[config.mk]
export PLATFORM = sky130hd
export DESIGN_NAME = vec_issue_ctrl
export DESIGN_NICKNAME = d
export VERILOG_FILES = /design/src/rtl/vec_issue_ctrl.sv
export SDC_FILE = /design/constraint.sdc
export NUM_CORES = 1
export LEC_CHECK = 0
export BUFFER_PORTS_ARGS = -buffer_cell sky130_fd_sc_hd__buf_4
export CAP_MARGIN = 25
export CORE_ASPECT_RATIO = 0.6
export CORE_MARGIN = 3
export CORE_UTILIZATION = 43
export CTS_CLUSTER_SIZE = 16
export DETAILED_ROUTE_END_ITERATION = 10
export PLACE_DENSITY = 0.77
export SKIP_CTS_REPAIR_TIMING = 1
export SYNTH_ARGS = -nofsm -noshare
export SYNTH_HDL_FRONTEND = slang
export SYNTH_SLANG_ARGS = --single-unit
[constraint.sdc]
create_clock -name clk -period 1.8 [get_ports clk]
set_input_delay 0.09 -clock clk [delete_from_list [all_inputs] [get_ports clk]]
set_output_delay 0.09 -clock clk [all_outputs]
set_load 0.1 [all_outputs]
[src/rtl/vec_issue_ctrl.sv]
// vec_issue_ctrl: registered decode-and-issue stage between fetch and execute.
// It splits each accepted instruction word into opcode, register, immediate,
// lane-mask and memory fields, and hands them to execute over valid/ready.
// It also holds fetch while a memory op occupies the stage, until a branch
// resolves, and while the core is halted.
//
// Ports
//   clk, rst_n           clock, asynchronous active-low reset
//   instr, in_valid      instruction word from fetch and its valid
//   in_ready             stage accepts an instruction this cycle
//   exe_ready            execute accepts the decoded op
//   dec_valid            decoded op valid
//   opcode, addr_rega, addr_regb, mem_addr, jdata, data_imm
//                        fields of the accepted word
//   we_rf                per-lane register write enable
//   mem_we, mem_alu      store op, load op
//   exe_valid, opcode_exe, zero
//                        completion report from execute (branch resolution)
//   jump                 one-cycle branch-taken pulse to fetch
//   resume, halted       leave HALTED, core halted
//
// state      | meaning
// -----------+------------------------------------------------------------
// S_RUN      | normal issue; accepts an instruction when downstream allows
// S_MEM_WAIT | load/store occupying the stage, cnt_q counts down to 1
// S_BR_WAIT  | branch issued, waiting for execute to resolve it
// S_HALTED   | HALT issued, waiting for resume
module vec_issue_ctrl #(
  parameter int WIDTH_INSTR  = 32,
  parameter int WIDTH_OPCODE = 4,
  parameter int WA_RF        = 6,
  parameter int WIDTH_VECTOR = 8,
  parameter int WIDTH_JDATA  = 24,
  parameter int MEM_LAT      = 3,
  localparam int WA_MEM      = WIDTH_INSTR - WIDTH_OPCODE - WA_RF
) (
  input  logic                    clk,
  input  logic                    rst_n,
  input  logic [WIDTH_INSTR-1:0]  instr,
  input  logic                    in_valid,
  output logic                    in_ready,
  input  logic                    exe_ready,
  output logic                    dec_valid,
  output logic [WIDTH_OPCODE-1:0] opcode,
  output logic [WA_RF-1:0]        addr_rega,
  output logic [WA_RF-1:0]        addr_regb,
  output logic [WA_MEM-1:0]       mem_addr,
  output logic [WIDTH_JDATA-1:0]  jdata,
  output logic [WIDTH_VECTOR-1:0] data_imm,
  output logic [WIDTH_VECTOR-1:0] we_rf,
  output logic                    mem_we,
  output logic                    mem_alu,
  input  logic                    exe_valid,
  input  logic [WIDTH_OPCODE-1:0] opcode_exe,
  input  logic                    zero,
  output logic                    jump,
  input  logic                    resume,
  output logic                    halted
);

  localparam int CW  = $clog2(MEM_LAT + 1);
  // Keep the counter at least one bit wide so MEM_LAT=0 still elaborates.
  localparam int CWS = (CW < 1) ? 1 : CW;

  localparam logic [WIDTH_OPCODE-1:0] OP_ALU   = WIDTH_OPCODE'(4'b0110);
  localparam logic [WIDTH_OPCODE-1:0] OP_JZ    = WIDTH_OPCODE'(4'b1001);
  localparam logic [WIDTH_OPCODE-1:0] OP_JMP   = WIDTH_OPCODE'(4'b1010);
  localparam logic [WIDTH_OPCODE-1:0] OP_STORE = WIDTH_OPCODE'(4'b1011);
  localparam logic [WIDTH_OPCODE-1:0] OP_LOAD  = WIDTH_OPCODE'(4'b1100);
  localparam logic [WIDTH_OPCODE-1:0] OP_HALT  = WIDTH_OPCODE'(4'b1101);

  typedef enum logic [1:0] {
    S_RUN      = 2'd0,
    S_MEM_WAIT = 2'd1,
    S_BR_WAIT  = 2'd2,
    S_HALTED   = 2'd3
  } state_t;

  state_t                  state_q, state_d;
  logic [CWS-1:0]          cnt_q, cnt_d;
  logic                    dec_valid_q, dec_valid_d;
  logic [WIDTH_INSTR-1:0]  instr_q, instr_d;
  logic [WIDTH_VECTOR-1:0] we_rf_q, we_rf_d;
  logic                    mem_we_q, mem_we_d;
  logic                    mem_alu_q, mem_alu_d;
  logic                    jump_q, jump_d;
  logic                    halted_q, halted_d;

  logic                    acc;
  logic [WIDTH_OPCODE-1:0] op_in;

  assign op_in    = instr[WIDTH_INSTR-1 -: WIDTH_OPCODE];
  assign in_ready = (state_q == S_RUN) & ~jump_q & (~dec_valid_q | exe_ready);
  assign acc      = in_valid & in_ready;

  always_comb begin
    state_d     = state_q;
    cnt_d       = cnt_q;
    jump_d      = 1'b0;
    halted_d    = halted_q;
    dec_valid_d = dec_valid_q;
    instr_d     = instr_q;
    we_rf_d     = we_rf_q;
    mem_we_d    = mem_we_q;
    mem_alu_d   = mem_alu_q;

    unique case (state_q)
      S_RUN: begin
        if (acc) begin
          if (((op_in == OP_STORE) || (op_in == OP_LOAD)) && (MEM_LAT > 0)) begin
            state_d = S_MEM_WAIT;
            cnt_d   = CWS'(MEM_LAT);
          end else if ((op_in == OP_JZ) || (op_in == OP_JMP)) begin
            state_d = S_BR_WAIT;
          end else if (op_in == OP_HALT) begin
            state_d  = S_HALTED;
            halted_d = 1'b1;
          end
        end
      end
      S_MEM_WAIT: begin
        cnt_d = cnt_q - CWS'(1);
        if (cnt_q == CWS'(1)) begin
          state_d = S_RUN;
        end
      end
      S_BR_WAIT: begin
        // Only a branch completing in execute resolves the wait.
        if (exe_valid && ((opcode_exe == OP_JZ) || (opcode_exe == OP_JMP))) begin
          state_d = S_RUN;
          jump_d  = (opcode_exe == OP_JMP) | zero;
        end
      end
      S_HALTED: begin
        if (resume) begin
          state_d  = S_RUN;
          halted_d = 1'b0;
        end
      end
      default: state_d = S_RUN;
    endcase

    // Decoded outputs change only on accept; otherwise they hold, and
    // dec_valid drops once execute has taken the op.
    if (acc) begin
      dec_valid_d = 1'b1;
      instr_d     = instr;
      mem_we_d    = (op_in == OP_STORE);
      mem_alu_d   = (op_in == OP_LOAD);
      unique case (op_in)
        OP_ALU, OP_LOAD:                   we_rf_d = '1;
        OP_JZ, OP_JMP, OP_STORE, OP_HALT:  we_rf_d = '0;
        default:                           we_rf_d = instr[WIDTH_VECTOR-1:0];
      endcase
    end else if (exe_ready) begin
      dec_valid_d = 1'b0;
    end
  end

  always_ff @(posedge clk or negedge rst_n) begin
    if (!rst_n) begin
      state_q     <= S_RUN;
      cnt_q       <= '0;
      dec_valid_q <= 1'b0;
      instr_q     <= '0;
      we_rf_q     <= '0;
      mem_we_q    <= 1'b0;
      mem_alu_q   <= 1'b0;
      jump_q      <= 1'b0;
      halted_q    <= 1'b0;
    end else begin
      state_q     <= state_d;
      cnt_q       <= cnt_d;
      dec_valid_q <= dec_valid_d;
      instr_q     <= instr_d;
      we_rf_q     <= we_rf_d;
      mem_we_q    <= mem_we_d;
      mem_alu_q   <= mem_alu_d;
      jump_q      <= jump_d;
      halted_q    <= halted_d;
    end
  end

  assign dec_valid = dec_valid_q;
  assign opcode    = instr_q[WIDTH_INSTR-1 -: WIDTH_OPCODE];
  assign addr_rega = instr_q[WIDTH_INSTR-WIDTH_OPCODE-1 -: WA_RF];
  assign addr_regb = instr_q[WIDTH_INSTR-WIDTH_OPCODE-WA_RF-1 -: WA_RF];
  assign mem_addr  = instr_q[WA_MEM-1:0];
  assign jdata     = instr_q[WIDTH_JDATA-1:0];
  assign data_imm  = instr_q[WIDTH_VECTOR-1:0];
  assign we_rf     = we_rf_q;
  assign mem_we    = mem_we_q;
  assign mem_alu   = mem_alu_q;
  assign jump      = jump_q;
  assign halted    = halted_q;

endmodule

# Word-level counts from Yosys, hierarchy flattened
# Cells that the tools add are included.
# op_classes
bitwise_logic	7
eq_ne	21
reduce_logical	13
add_sub_neg	1
mux	22
# op_table
operator	n
4-bit == test (second input constant)	7
2-bit 2-to-1 mux	9
8-bit one-hot mux with 2 select lines	1
2-bit inequality test (second input constant)	6
1-bit 2-to-1 mux	9
2-bit one-hot mux with 4 select lines	1
6-bit AND reduction	1
2-bit nonzero test	3
5-bit AND reduction	1
2-bit by 1-bit == test with 1-bit output (second input constant)	2
2-bit == test (second input constant)	2
4-bit by 3-bit == test with 1-bit output (second input constant)	1
2-bit by 1-bit inequality test with 1-bit output (second input constant)	2
4-bit by 1-bit inequality test with 1-bit output (second input constant)	1
2-bit one-hot mux with 2 select lines	1
4-bit OR reduction	1
1-bit bitwise AND	3
1-bit logical OR	3
3-bit AND reduction	1
2-bit logical NOT	1
1-bit inverter	2
1-bit bitwise OR	2
1-bit one-hot mux with 2 select lines	1
2-bit OR reduction	1
other kinds (2)	2
# totals
word_cells	73
register_bits	49
input_bits	43
output_inout_bits	84

# Depth between registers and ports, before layout
# Gate-level depths: netlist of the first run.
# depth
ltp_word	6
ltp_mapped	7
ltp_nobuf	4

# Worst setup path after synthesis of the first run
# OpenSTA, ideal clock, no wires.
# synth_timing
kind	register to output
start	reg dec_valid_q, in the netlist dec_valid
end	out in_ready
stages_incl_launch_ff	3
setup_slack_ps	-139
t_arrival_ps	1849
cell_sequence	dfrtp_1 > nand2b_1 > and3_1
# synth_via
elab_chain_cells	3
# synth_lines
item	line_no	text
start, declared	81	logic dec_valid_q, dec_valid_d;
start signal, assigned	174	dec_valid_q <= dec_valid_d;
1-bit inverter	93	assign in_ready = (state_q == S_RUN) & ~jump_q & (~dec_valid_q | exe_ready);
1-bit bitwise OR	93	
1-bit bitwise AND	93	
end, declared	41	output logic in_ready,
# No other way between the ends.

# Worst setup path in the final report of the first run
# layout_timing
start	reg state_q[1]
end	out in_ready
# layout_via
elab_chain_cells	3
# layout_lines
item	line_no	text
start, declared	79	state_t state_q, state_d;
start signal, assigned	172	state_q <= state_d;
2-bit logical NOT	93	
1-bit bitwise AND (2 in series)	93	
# No other way between the ends.

==> metrics.yaml, run 1 <==
cts_tree: "built"
start_util_pct: 45.80
io_buffer_count: 126
timing.clock.skew_ns: 0.005424
worstPathCellList: "nor2_4 > and3_2 > buf_4"
synth.net_count: 309
cts.path.max_buffers: 2
finalMaxSlewViolations: 0
sequential_cell_area_um2: 1229
dp_hpwl_um: 4187
cpPeakStageDelay_ns: 0.50
max_cap_violations: 0
fin_setup_tns_ns: 0
synthMostInstantiatedCell: "sky130_fd_sc_hd__nand2_1"
grt_max_degree: 50
first_global_vias: 1804
timing.final.setup_violations: 0
slew_headroom_pct: 58.49
fin_crit_sh_pct: 82.95
timing_worst_slew_pin_value_ns: 0.6227
ys_ff_latch: 49
unrepaired_setup_endpoints_after_global_routing: "false"
synth_top_area_share_pct: 51.69
synth_top_flop_cell: "sky130_fd_sc_hd__dfrtp_1"
violations: "hold timing"
run_status: "finished, violations left"
boundaryPins: 127
cpMaxStageDelayCell: "sky130_fd_sc_hd__dfrtp_1"
worst-path-max-fanout: 9
post_route_cells_drive_above_1_share_pct: 39.46
ctsHtreeMaxLevel: 2
detail_route.iter0.violations: 62
track_usage_pct: 17.40
final_critical_delay_including_setup_and_external_delays_ns: 1.493
ctsRootBufferMaster: "sky130_fd_sc_hd__clkbuf_8"
antenna_found_initial: 0
post_dp_cell_area_um2: 3074
seq_area_frac_synth_pct: 51.69
routed-via-count: 2020
drt.antenna.violating_nets: 0
die_w_um: 101.9
syn-instance-count: 265
placement_rows: 20
post_synthesis_cell_area_um2: 2372
arrival_ns: 1.40
classification_of_the_worst_setup_path: "reg -> out"
post_synth_most_frequent_cells: "sky130_fd_sc_hd__nand2_1, sky130_fd_sc_hd__dfrtp_1, sky130_fd_sc_hd__buf_4"
hold_wc_path_type: "in -> reg"
wire_length_per_cell_after_detailed_routing_um: 13.30
worst_skew_pair.late_latency_ns: 0.29
cp_data_required_time_ns: 1.71
area_of_combinational_cells_with_multiple_inputs_um2: 775.7
synth_async_sr_flop_share_pct: 100.0
gp_congestion: 0.7816
antenna_cells: 0
number_of_flops_mapped_to_enable_cells_by_yosys: 0
synthDistinctLibCells: 34
route.detailed.drc: 0
tritoncts_buffers: 5
synthesis.yosys.warnings: 0
synth.avg_cell_area_um2: 8.952
layout.filler_cells: 439
grt_pass1_wl_um: 8963
stdcell_area_um2: 3348
routed_via_count_divided_by_cell_count: 4.633
grt_remaining_overflow: 0
fp.coreArea_um2: 5180
area_growth_synth_to_finish_pct: 41.14
worstSetupEndpointType: "output port"
synth_area_leaders: "sky130_fd_sc_hd__dfrtp_1, sky130_fd_sc_hd__nand2_1, sky130_fd_sc_hd__buf_4, sky130_fd_sc_hd__a21oi_1, sky130_fd_sc_hd__nor2_1"
finalWirelength_um: 5799
drt-pass1-iter-count: 4
synth_top_area_cell: "sky130_fd_sc_hd__dfrtp_1"
timing.fmax_mhz: 669.7
launching_element_type_of_the_critical_path: "flip-flop"
finalHoldViolCount: 5
worst_hold_slack_ns: -0.01294
design.final.nets: 414
cts_num_sinks: 49
die-height_um: 63.54
clk_transition_reported_paths_ns: 0.09
die_area_um2: 6474
==> through the flow <==
stage / util [%] / instances / worst slack [ns]
after floorplan: - / 265 / 0.2027
after global placement: 59.35 / 412 / 0.4069
after detailed placement: 59.35 / 412 / 0.3400
after CTS: 61.35 / 419 / 0.2980
after global routing: 64.64 / 436 / 0.1622
final: 64.64 / 436 / 0.3068
==> registers in the layout (all words and copies together), names as in the netlist <==
signal / count
cnt_q: 2
dec_valid: 1
halted: 1
instr_q: 32
jump: 1
mem_alu: 1
mem_we: 1
state_q: 2
we_rf: 8
==> routing by layer <==
metal,vias to the layer above,wire length (um),global-route usage (%),share of wire [%]
met5,-,0,0,0
met4,0,29,3.437,0.50
met3,4,453,4.425,7.8
met2,75,2649,27.28,46
met1,937,2666,24.53,46
li1,1004,-,-,-
==> worst max-delay path, delay by kind of cell, from the launching register on <==
family	cells	cell delay, ns
buf+inv	1	0.28
simple gates	2	0.33
flops	1	0.50
==> layout make-up <==
type / count / area share [%]
repair buffers: 146 / 34.01
inverters: 5 / 0.5605
clock inverters: 2 / 1.046
flip-flops and latches: 49 / 36.70
multi-input cells: 163 / 23.17
well taps: 66 / 2.466
clock buffers: 5 / 2.055
==> cell families after synthesis <==
group,share of synthesized area [%]
fa+ha+maj,0.5273
buf+inv,15.66
mux,0.4746
simple gates,24.47
flops,51.69
xor+xnor,0.7385
compound gates,6.435
==> path summary, 6_finish.rpt <==
check,from,endpoint,slack (ns),depth (start not counted)
max,state_q[1],in_ready,0.31,3
min reg2reg,instr_q[30],instr_q[30],0.48,2
min in group asynchronous,rst_n,instr_q[8],0.36,2
max in group asynchronous,rst_n,jump,0.98,2
max reg2reg,state_q[1],we_rf[6],0.31,4
min,instr[14],instr_q[14],-0.01,3
==> placed cells by master, fill, tap and decap left out, drive strengths merged, types with 2 or more instances in the layout <==
cell	instances
a21oi	9
and2	2
and3	2
buf	129
clkbuf	5
dfrtp	49
dlygate4sd3	17
inv	5
nand2	110
nand3	3
nor2	10
nor2b	2
o2111ai	2
o21ai	5
xor2	2
Power of run 1 is not shown: default switching activity piles up to over one toggle a cycle in this logic, so the estimate is an artifact.
==> run 2: changes to the inputs <==
- ABC_AREA: unset -> 1
- CORE_UTILIZATION: 43 -> 42
- PLACE_DENSITY: 0.77 -> 0.76
- clock period: 1.8 -> 1.24 ns (I/O delays scaled with it)
==> run 2 against run 1 <==
The flow finishes with violations (hold timing, setup timing). Worst hold slack gained 0.0032 ns. Non-clock buffer count grew 25. Cell area grew 20%. Synthesized cell count grew 16%.
==> metrics.yaml, run 2 <==
die_area_um2: 7394  # was 6474 um2
grt_use_met3_pct: 4.618  # was 4.425%
route.detailed.drc: 0  # unchanged
synth_async_sr_flop_share_pct: 100.0  # unchanged
detail_route.iter0.violations: 87  # was 62
gp_congestion: 0.8351  # was 0.7816
antenna_cells: 0  # unchanged
grt_max_degree: 27  # was 50
fin_crit_sh_pct: 116.1
die_w_um: 109.0  # was 101.9 um
worst_hold_slack_ns: -0.009782  # was -0.01294 ns
hold_wc_path_type: "in -> reg"  # unchanged
post_route_cells_drive_above_1_share_pct: 50.34  # was 39.46%
post_dp_cell_area_um2: 3515  # was 3074 um2
start_util_pct: 45.65  # was 45.80%
busiest_layer: "met2"  # unchanged
layout.filler_cells: 448  # was 439
largest-register: "instr_q"  # unchanged
ctsRootBufferMaster: "sky130_fd_sc_hd__clkbuf_8"  # unchanged
grt_pass1_wl_um: 9811  # was 8963 um
seq_area_frac_synth_pct: 45.84  # was 51.69%
fp.coreArea_um2: 5859  # was 5180 um2
routed-via-count: 2396  # was 2,020
synthDistinctLibCells: 22  # was 34
dp_hpwl_um: 4843  # was 4187 um
timing.clock.skew_ns: 0.01225  # was 0.005424 ns
post_synth_most_frequent_cells: "sky130_fd_sc_hd__nand2_1, sky130_fd_sc_hd__dfrtp_1, sky130_fd_sc_hd__buf_4"  # unchanged
synth_top_area_cell: "sky130_fd_sc_hd__dfrtp_1"  # unchanged
grtUsageMet2_pct: 27.75  # was 27.28%
worstSetupEndpointType: "output port"  # unchanged
antenna_found_initial: 0  # unchanged
syn-instance-count: 308  # was 265
setup_slack_after_placement_ns: -0.06317  # was 0.3400 ns
boundaryPins: 127  # unchanged
worst-path-max-fanout: 8  # was 9
ctsHtreeMaxLevel: 2  # unchanged
gr-usage-met1_pct: 23.00  # was 24.53%
io_buffer_count: 126  # unchanged
arrival_ns: 1.38  # was 1.40 ns
final_critical_delay_including_setup_and_external_delays_ns: 1.440
violations: "hold timing, setup timing"  # was hold timing
clk_transition_reported_paths_ns: 0.10  # was 0.09 ns
finalHoldViolCount: 4  # was 5
drt.antenna.violating_nets: 0  # unchanged
drt-pass1-iter-count: 4  # unchanged
finalMaxSlewViolations: 0  # unchanged
cp_data_required_time_ns: 1.18  # was 1.71 ns
finalWirelength_um: 7085  # was 5799 um
max_cap_violations: 0  # unchanged
first_global_vias: 2048  # was 1,804
synth.net_count: 352  # was 309
design.final.nets: 480  # was 414
synthMostInstantiatedCell: "sky130_fd_sc_hd__nand2_1"  # unchanged
cts_tree: "built"  # unchanged
tritoncts_buffers: 5  # unchanged
routed_via_count_divided_by_cell_count: 4.634  # was 4.633
cts.path.max_buffers: 2  # unchanged
cts_num_sinks: 49  # unchanged
run_status: "finished, violations left"  # unchanged
timing.fmax_mhz: 694.5
slew_headroom_pct: 74.07  # was 58.49%
synthesis.yosys.warnings: 0  # unchanged
ys_ff_latch: 49  # unchanged
worst_skew_pair.late_latency_ns: 0.31  # was 0.29 ns
stdcell_area_um2: 4028  # was 3348 um2
number_of_flops_mapped_to_enable_cells_by_yosys: 0  # unchanged
timing_worst_slew_pin_value_ns: 0.3849  # was 0.6227 ns
placement_rows: 21  # was 20
synth_top_area_share_pct: 45.84  # was 51.69%
wire_length_per_cell_after_detailed_routing_um: 13.70  # was 13.30 um
synth_top_flop_cell: "sky130_fd_sc_hd__dfrtp_1"  # unchanged
track_usage_pct: 16.93  # was 17.40%
number_of_flip_flops_in_the_largest_register: 32  # unchanged
unrepaired_setup_endpoints_after_global_routing: "true"  # was false
synth.avg_cell_area_um2: 8.685  # was 8.952 um2
post-route-worst-setup-slack_ns: -0.1998  # was 0.3068 ns
final_common_cell: "sky130_fd_sc_hd__buf_4"  # unchanged
post_synthesis_cell_area_um2: 2675  # was 2372 um2
launching_element_type_of_the_critical_path: "flip-flop"  # unchanged
timing.final.setup_violations: 47  # was 0
mostFrequentLayoutCells: "sky130_fd_sc_hd__buf_4, sky130_fd_sc_hd__nand2_1, sky130_fd_sc_hd__dfrtp_2"  # was sky130_fd_sc_hd__buf_4, sky130_fd_sc_hd__nand2_1, sky130_fd_sc_hd__dfrtp_1
area_growth_synth_to_finish_pct: 50.56  # was 41.14%
die-height_um: 67.82  # was 63.54 um
grt_remaining_overflow: 0  # unchanged
synth_area_leaders: "sky130_fd_sc_hd__dfrtp_1, sky130_fd_sc_hd__nand2_1, sky130_fd_sc_hd__buf_4, sky130_fd_sc_hd__nand3_2, sky130_fd_sc_hd__a21oi_1"  # was sky130_fd_sc_hd__dfrtp_1, sky130_fd_sc_hd__nand2_1, sky130_fd_sc_hd__buf_4, sky130_fd_sc_hd__a21oi_1, sky130_fd_sc_hd__nor2_1
classification_of_the_worst_setup_path: "reg -> out"  # unchanged
run 2: final timing paths:
kind | startpoint | end | slack (ns) | cells after the start
max in group asynchronous | rst_n | jump | 0.58 | 3
worst min-delay path | instr[5] | instr_q[5] | -0.01 | 3
worst max register to register | state_q[0] | we_rf[7] | -0.08 | 7
worst min register to register | instr_q[27] | instr_q[27] | 0.48 | 2
worst max-delay path | state_q[0] | in_ready | -0.20 | 5
min in group asynchronous | rst_n | instr_q[5] | 0.19 | 2
run 2: metrics by stage:
| step | hold slack, ns | utilization, % | cells | TNS, ns |
|---|---|---|---|---|
| 5_1_grt | -0.002672 | 68.74 | 517 | -5.722 |
| 3_3_place_gp | -0.01449 | 59.98 | 477 | -0.1940 |
| 3_5_place_dp | -0.01969 | 59.98 | 477 | -1.380 |
| 6_report | -0.009782 | 68.74 | 517 | -1.767 |
| 2_1_floorplan | -0.2336 | - | 308 | -5.951 |
| 4_1_cts | -0.3568 | 62.33 | 485 | -2.480 |
run 2: layout make-up:
cell class | instances | area [um2] | share of cell area, %
inverters | 21 | 78.83 | 1.957
repair buffers | 171 | 1453 | 36.07
clock buffers | 5 | 68.82 | 1.709
multi-input cells | 188 | 994.7 | 24.70
well taps | 80 | 100.1 | 2.485
clock inverters | 3 | 68.82 | 1.709
flip-flops and latches | 49 | 1264 | 31.38
run 2: cells by family (layout without fill, tap and decap cells):
family / after synthesis / after routing / share of synthesized area, %
buf+inv: 71 / 200 / 17.87
compound gates: 31 / 31 / 6.268
flops: 49 / 49 / 45.84
simple gates: 156 / 156 / 29.56
fa+ha+maj: 1 / 1 / 0.4677
run 2: worst max-delay path: stages, from the launching register on:
cell                      delay [ns]
sky130_fd_sc_hd__dfrtp_1        0.42
sky130_fd_sc_hd__nor2_4         0.16
sky130_fd_sc_hd__nand2_4        0.08
sky130_fd_sc_hd__nor2_8         0.12
sky130_fd_sc_hd__buf_12         0.14
sky130_fd_sc_hd__buf_12         0.17
run 2: metal layers:
metal  share of wire (%)  up-vias
li1                    -     1190
met1                  43     1095
met2                  48      104
met3                 8.7        7
met4                0.38        0
met5                   0        -
Power of run 2 is left out for the same reason.
